File: config.mk
export PLATFORM = sky130hd
export DESIGN_NAME = stparam
export DESIGN_NICKNAME = d
export VERILOG_FILES = /design/src/rtl/stparam_pkg.sv /design/src/rtl/stparam_pc.sv /design/src/rtl/stparam.sv
export SDC_FILE = /design/constraint.sdc
export NUM_CORES = 1
export LEC_CHECK = 0
export CAP_MARGIN = 20
export CORE_MARGIN = 3
export CORE_UTILIZATION = 40
export DETAILED_ROUTE_END_ITERATION = 10
export PLACE_DENSITY = 0.75
export SYNTH_ARGS = -nofsm -noshare
export SYNTH_HDL_FRONTEND = slang
export SYNTH_SLANG_ARGS = --single-unit
File: constraint.sdc
create_clock -name MasterClock -period 2.1 [get_ports MasterClock]
set_input_delay 0.21 -clock MasterClock [delete_from_list [all_inputs] [get_ports MasterClock]]
set_output_delay 0.21 -clock MasterClock [all_outputs]
set_load 0.1 [all_outputs]
File: src/rtl/stparam_pkg.sv
// Shared types and sizes for the command/parameter fetch engine.
package stparam_pkg;

   localparam int unsigned PcWidth  = 20;
   localparam int unsigned CmdBytes = 1;
   localparam int unsigned ParBytes = 12;
   localparam int unsigned SelWidth = 4;

   typedef enum logic [2:0] {
      StIdle,
      StBusrq,
      StRdmem,
      StLoad,
      StNext,
      StDone
   } state_e;

   // Command bytes use REGSEL 0..CmdBytes-1, parameter bytes use 1..ParBytes.
   function automatic logic last_byte(input logic is_par, input logic [SelWidth-1:0] sel);
      return sel == (is_par ? SelWidth'(ParBytes) : SelWidth'(CmdBytes - 1));
   endfunction

endpackage

File: src/rtl/stparam_pc.sv
// Program counter: loadable, increments modulo 2^PcWidth on request.
module stparam_pc
   import stparam_pkg::*;
(
   input  logic               clk_i,
   input  logic               rst_i,
   input  logic               en_i,
   input  logic               ld_i,
   input  logic [PcWidth-1:0] ld_val_i,
   input  logic               inc_i,
   output logic [PcWidth-1:0] pc_o
);

   logic [PcWidth-1:0] pc_q;
   logic [PcWidth-1:0] pc_d;

   always_comb begin
      pc_d = pc_q;
      if (en_i) begin
         if (ld_i) begin
            pc_d = ld_val_i;
         end else if (inc_i) begin
            pc_d = pc_q + PcWidth'(1);
         end
      end
   end

   always_ff @(posedge clk_i) begin
      if (rst_i) begin
         pc_q <= '0;
      end else begin
         pc_q <= pc_d;
      end
   end

   assign pc_o = pc_q;

endmodule

File: src/rtl/stparam.sv
// Fetches a command byte or a 12-byte parameter block over a request/grant bus.
// Define STPARAM_HOLDBUS_EN to keep BREQ asserted across all bytes of a block.
module stparam
   import stparam_pkg::*;
(
   input  logic                MasterClock,
   input  logic                SRESET,
   input  logic                CCLK,
   input  logic                RDCMD,
   input  logic                RDPAR,
   output logic                COMDN,
   output logic                PARDN,
   input  logic                PCLD,
   input  logic [PcWidth-1:0]  PCIN,
   output logic                BREQ,
   input  logic                BGACK,
   output logic                MREQ,
   input  logic                MACK,
   output logic [PcWidth-1:0]  ADDR,
   input  logic [7:0]          DIN,
   output logic                LDREG,
   output logic [SelWidth-1:0] REGSEL,
   output logic [7:0]          DOUT
);

`ifdef STPARAM_HOLDBUS_EN
   localparam logic HoldBus = 1'b1;
`else
   localparam logic HoldBus = 1'b0;
`endif

   state_e              state_q, state_d;
   logic                is_par_q, is_par_d;
   logic                pend_q, pend_d;
   logic [SelWidth-1:0] sel_q, sel_d;
   logic [7:0]          dout_q, dout_d;
   logic                pc_ld;
   logic                pc_inc;
   logic [PcWidth-1:0]  pc;

   always_comb begin
      state_d  = state_q;
      is_par_d = is_par_q;
      pend_d   = pend_q;
      sel_d    = sel_q;
      dout_d   = dout_q;
      pc_ld    = 1'b0;
      pc_inc   = 1'b0;
      if (CCLK) begin
         unique case (state_q)
            StIdle: begin
               pc_ld = PCLD;
               if (RDCMD) begin
                  state_d  = StBusrq;
                  is_par_d = 1'b0;
                  sel_d    = '0;
                  // A simultaneous parameter request is served right after the command.
                  pend_d   = pend_q | RDPAR;
               end else if (RDPAR || pend_q) begin
                  state_d  = StBusrq;
                  is_par_d = 1'b1;
                  sel_d    = SelWidth'(1);
                  pend_d   = 1'b0;
               end
            end
            StBusrq: begin
               if (BGACK) begin
                  state_d = StRdmem;
               end
            end
            StRdmem: begin
               if (!BGACK) begin
                  state_d = StBusrq;
               end else if (MACK) begin
                  dout_d  = DIN;
                  state_d = StLoad;
               end
            end
            StLoad: begin
               state_d = StNext;
            end
            StNext: begin
               pc_inc = 1'b1;
               if (last_byte(is_par_q, sel_q)) begin
                  state_d = StDone;
               end else begin
                  sel_d   = sel_q + SelWidth'(1);
                  state_d = HoldBus ? StRdmem : StBusrq;
               end
            end
            StDone: begin
               state_d = StIdle;
            end
            default: begin
               state_d = StIdle;
            end
         endcase
      end
   end

   always_ff @(posedge MasterClock) begin
      if (SRESET) begin
         state_q  <= StIdle;
         is_par_q <= 1'b0;
         pend_q   <= 1'b0;
         sel_q    <= '0;
         dout_q   <= '0;
      end else begin
         state_q  <= state_d;
         is_par_q <= is_par_d;
         pend_q   <= pend_d;
         sel_q    <= sel_d;
         dout_q   <= dout_d;
      end
   end

   stparam_pc u_pc (
      .clk_i    (MasterClock),
      .rst_i    (SRESET),
      .en_i     (CCLK),
      .ld_i     (pc_ld),
      .ld_val_i (PCIN),
      .inc_i    (pc_inc),
      .pc_o     (pc)
   );

   always_comb begin
      BREQ = 1'b0;
      unique case (state_q)
         StBusrq, StRdmem, StLoad: BREQ = 1'b1;
         StNext:                   BREQ = HoldBus;
         default:                  BREQ = 1'b0;
      endcase
   end

   assign MREQ   = (state_q == StRdmem);
   assign LDREG  = (state_q == StLoad);
   assign COMDN  = (state_q == StDone) && !is_par_q;
   assign PARDN  = (state_q == StDone) && is_par_q;
   assign REGSEL = sel_q;
   assign DOUT   = dout_q;
   assign ADDR   = pc;

endmodule

== Word-level counts from Yosys, hierarchy flattened ==
Index checks and enable logic that the tools add are counted.
Word-level totals
  flip-flop bits (word level): 37
  bits of input ports: 36
Cells by class
  add/sub/neg operators: 2
  equality and inequality tests: 10
  muxes and demuxes: 23
  bitwise operators: 1
  reduce and logical (&&, ||, !) cells: 14
Operators by type and width (count)
  $mux W20: 2
  $add A20 B1 Y20 const B: 1
  $mux W3: 6
  $mux W4: 4
  $pmux W3 S5: 1
  $reduce_and A4 Y1: 3
  $mux W1: 9
  $pmux W4 S2: 1
  $eq A3 B2 Y1 const B: 2
  $eq A3 B3 Y1 const B: 2
  $reduce_bool A2 Y1: 3
  $add A4 B1 Y4 const B: 1
  $eq A4 B4 Y1: 1
  $ne A2 B2 Y1 const B: 2
  $eq A3 B1 Y1 const B: 1
  $logic_not A3 Y1: 1
  $ne A3 B2 Y1 const B: 1
  $ne A3 B3 Y1 const B: 1
  $reduce_and A3 Y1: 1
  $reduce_or A3 Y1: 1
  $logic_and A1 B1 Y1: 2
  $reduce_and A2 Y1: 1
  $logic_not A1 Y1: 1
  $logic_or A1 B1 Y1: 1
  $or A1 B1 Y1: 1

== Longest topological paths before layout ==
  depth in word-level cells: 5
  depth in mapped cells: 6
  depth with buffers taken out: 5

== By module ==
From an unflattened synthesis, not the netlist that was laid out.
Unflattened totals
  cell total of the unflattened synthesis: 273
  area total of the unflattened synthesis: 2150.8 um^2
Modules (own cells, without submodules)
  stparam_pc: instances 1, cells each 167, area each 1271.2 um^2, seq. area each 400.4 um^2
  stparam: instances 1, cells each 106, area each 879.6 um^2, seq. area each 340.3 um^2

== Worst setup path before layout ==
No wires, ideal clock.
  path kind: register to output
  from: register state_q[0]
  to: output port LDREG
  data arrival time: 2869 ps
  slack: -979 ps
  cell stages (with the launch flop): 4
  path buffers: 1
  cells stage by stage: dfxtp_1 > clkbuf_1 > inv_1 > nor3b_1
On the way
  word-level cells in the longest chain between the ends: 1
RTL lines
  from (decl): RTL line stparam.sv:32  | state_e state_q, state_d;
  from (signal assigned): RTL line stparam.sv:103  | state_q <= StIdle;
  from (signal assigned): RTL line stparam.sv:109  | state_q <= state_d;
  $eq A3 B2 Y1: RTL line stparam.sv:137  | assign LDREG = (state_q == StLoad);
  to (decl): RTL line stparam.sv:21  | output logic LDREG,
Every way passes these cells.

== Final worst setup path ==
  from: register u_pc.pc_q[3] (netlist: u_pc.pc_o[3])
  to: register u_pc.pc_q[13] (netlist: u_pc.pc_o[13])
On the way
  word-level cells in the longest chain between the ends: 3
RTL lines
  from (decl): RTL line stparam_pc.sv:14  | logic [PcWidth-1:0] pc_q;
  from (signal assigned): RTL line stparam_pc.sv:32  | pc_q <= pc_d;
  $add A20 B1 Y20: RTL line stparam_pc.sv:23  | pc_d = pc_q + PcWidth'(1);
  $mux W20: RTL line stparam_pc.sv:22  | end else if (inc_i) begin
  $mux W20: RTL line stparam_pc.sv:20  | if (ld_i) begin
Every way passes these cells. The select of a mux whose other input is x is not followed.
A chain may end at the register's enable or synchronous reset.

==> results.sh <==
export IMPL_status="finished, final reports clean"
export IMPL_slowest_stage="or4_1"
export IMPL_critPathMaxStageDelay_ns=0.57
export IMPL_cp_required_ns=2.30
export IMPL_critical_path_top_delay_family="simple AND/OR/NAND/NOR gates"
export IMPL_cts_tree="built"
export IMPL_area_growth_pct=49.8
export IMPL_synth_simple_gate_area_share_pct=29.0
export IMPL_holdCritPathClass="in2reg"
export IMPL_gp_congestion=0.841
export IMPL_grt_pass1_vias=2081
export IMPL_antenna_found_initial=0
export IMPL_cts_sinks=37
export IMPL_synth_compound_area_share_pct=24.3
export IMPL_ctsResizeCount=0
export IMPL_detail_route_wl_per_cell_um=14.8
export IMPL_r2r_start="u_pc.pc_o[3]"
export IMPL_coreArea_mm2=0.00485
export IMPL_finalCriticalPeriod_ns=1.97
export IMPL_setup_viol=0
export IMPL_die_area_mm2=0.00601
export IMPL_diodes=0
export IMPL_cp_num_buf_inv=0
export IMPL_rows=25
export IMPL_die_x_um=77.6
export IMPL_arrival_ns=2.17
export IMPL_cts_setup_buffers=0
export IMPL_ys_ff_latch=37
export IMPL_drc=0
export IMPL_max_cap_violations=0
export IMPL_rsz0062_at_grt="false"
export IMPL_syn_inst=246
export IMPL_grt_first_pass_wirelength_mm=9.73
export IMPL_clock_fmax_mhz=507
export IMPL_path_cells="nand4_2 -> or4_1 -> or4_1 -> a311oi_1"
export IMPL_hold_buffers=0
export IMPL_die_height_um=77.6
export IMPL_end_kind="flip-flop"
export IMPL_ant_nets=0
export IMPL_synth_edf_count=0
export IMPL_leakagePower_nw=1.16
export IMPL_synth_top_cell_by_area="dfxtp_1"
export IMPL_synth_area_leaders="dfxtp_1, a21oi_1, mux2i_1, nor2_1, nand3_1"
export IMPL_cts_buffers=5
export IMPL_placedCellCount=390
export IMPL_vdd_drop_max_mv=0.365
export IMPL_synth_top_area_share_pct=36.2
export IMPL_avgSynthCellArea_um2=8.33
export IMPL_netlist_area_mm2=0.00205
export IMPL_r2r_end="u_pc.pc_o[13]"
export IMPL_drive_gt1_share_pct=27.8
export IMPL_clk_path_buf_depth=2
export IMPL_reg2regPathDepth=4
export IMPL_io_buffers=72
export IMPL_clk_pin_slew_ns=0.08
export IMPL_synth_top_family_by_area="simple AND/OR/NAND/NOR gates"
export IMPL_vias_per_cell=5.60
export IMPL_ios=73
export IMPL_cp_max_fo=6
export IMPL_postPlaceCellArea_mm2=0.00298
export IMPL_yosys_warnings=0
export IMPL_setup_slack_ns=0.128
export IMPL_hold_viol_final=0
export IMPL_grt_ovfl_total=0
export IMPL_final_util_pct=63.3
export IMPL_vias=2230
export IMPL_synthXorXnorAreaFrac_pct=0.855
export IMPL_synth_fa_ha_area_share_pct=1.83
export IMPL_fin_skew_ns=0.00454
export IMPL_h_tree_depth=2
export IMPL_stdcell_count=398
export IMPL_fin_area_mm2=0.00307
export IMPL_ys_seq_area_share_pct=36.2
export IMPL_start_kind="flip-flop"
export IMPL_track_usage_pct=19.6
export IMPL_initial_core_util_pct=42.2
export IMPL_routed_wl_mm=5.87
export IMPL_first_iter_violations=120
export IMPL_cts_root_buffer="clkbuf_8"
export IMPL_crit_type="reg2reg"
export IMPL_insertion_delay_ns=0.29
export IMPL_syn_nets=285
export IMPL_path_common_cell="or4_1"
export IMPL_firstDrtPassIters=5
export IMPL_async_flop_share_pct=0
export IMPL_fin_crit_sh_pct=93.9
export IMPL_whs_endpoint="u_pc.pc_o[11]"
export IMPL_slew_headroom_pct=67.7
export IMPL_drv_slew=0
export IMPL_pre_cts_ws_ns=-0.149
export IMPL_reg2reg_slack_ns=0.13
export IMPL_power_density_mw_per_mm2=594
export IMPL_tightest_slew_ns=0.484
export IMPL_dp_hpwl_mm=4.33
export IMPL_hold_path_depth=3
export IMPL_hold_start="PCIN[11]"
export IMPL_synth_main_ff_cell="dfxtp_1"
export IMPL_synthDistinctLibCells=49
export IMPL_yosys_mux_area_fraction_pct=3.91
export IMPL_finalPower_mw=1.82
export IMPL_layout_nets=369
export IMPL_grt_max_degree=36
## routing by layer
metal	wire, µm	track usage, %	vias up
li1	-	-	1111
met1	2670	26.9	1037
met2	2740	30.2	77
met3	400	5.10	5
met4	55	5.34	0
met5	0	0	-
## placed cells by master (no fill, tap or decap), types with 3 or more instances in the layout
cell type,instances
or4_1,9
o21ai_0,14
dfxtp_1,19
a21boi_0,3
mux2i_1,8
ha_1,3
nor3_1,4
and4_1,3
o211ai_1,6
a21oi_1,16
clkbuf_8,5
a311oi_1,4
dfxtp_2,14
nand3_1,14
nand4_1,5
nor2_1,19
or3_1,6
and2_1,3
o31ai_1,4
a22oi_1,6
inv_1,5
nand2_1,13
buf_4,52
clkdlybuf4s50_1,35
nand2b_1,3
nor2b_1,3
dfxtp_4,4
a31oi_1,6
and3_1,6
buf_12,6
## worst max-delay path by stage
stage | from | end | slack [ns] | cells past startpoint
after global routing | u_pc.pc_o[2] | u_pc.pc_o[13] | 0.04 | 4
after detailed placement | CCLK | u_pc.pc_o[13] | -0.15 | 5
after floorplan | u_pc.pc_o[6] | u_pc.pc_o[13] | -0.12 | 5
final | u_pc.pc_o[3] | u_pc.pc_o[13] | 0.13 | 4
after CTS | u_pc.pc_o[2] | u_pc.pc_o[13] | 0.13 | 4
after global placement | CCLK | u_pc.pc_o[13] | -0.08 | 5
## logic make-up (layout without fill, tap and decap cells)
logic type / after synthesis / after routing
mux: 8 / 8
buf+inv: 21 / 106
compound gates: 74 / 74
simple gates: 101 / 101
fa+ha+maj: 3 / 3
xor+xnor: 2 / 2
flops: 37 / 37
## tightest hold or removal path: stages
cell and delay (ns):
clkdlybuf4s50_1 0.41, nand2_1 0.06, a31oi_1 0.06
## synthesized netlist by cell type (4+ instances only)
cell type / count
or4_1: 9
a22oi_1: 6
o31ai_1: 4
nor3b_1: 4
and3_1: 6
nor3_1: 4
or3_1: 6
a311oi_1: 4
o21ai_0: 14
inv_1: 5
dfxtp_1: 37
nand2_1: 13
o211ai_1: 6
mux2i_1: 8
clkbuf_1: 13
nor2_1: 20
a21oi_1: 16
a31oi_1: 6
nand4_1: 5
nand3_1: 14
## through the flow
stage               setup TNS, ns  hold WS [ns]
CTS                             0         0.479
detailed placement         -0.353         0.482
floorplan                  -0.149         0.321
finish                          0         0.493
global route                    0         0.501
global placement           -0.172         0.476
## flip-flops by register name, indices dropped and copies added, names as in the netlist
signal / flops
is_par_q: 1
pend_q: 1
REGSEL: 4
u_pc.pc_o: 20
DOUT: 8
state_q: 3
## report_power, final
part           switching, mW  total, mW  internal (mW)  leakage, nW
registers             0.0478      0.784          0.736        0.311
logic                  0.355      0.544          0.189        0.804
clock network          0.266      0.495          0.229       0.0439
total                  0.668       1.82           1.15         1.16
## layout make-up
type | instances | area, µm²
fill | 427 | 1780
multi-input combinational | 188 | 1240
timing repair buffer | 93 | 861
sequential | 37 | 773
tap | 67 | 83.8
clock buffer | 5 | 68.8
inverter | 5 | 18.8
clock inverter | 3 | 17.5
Power figures use the tool's default switching activity.
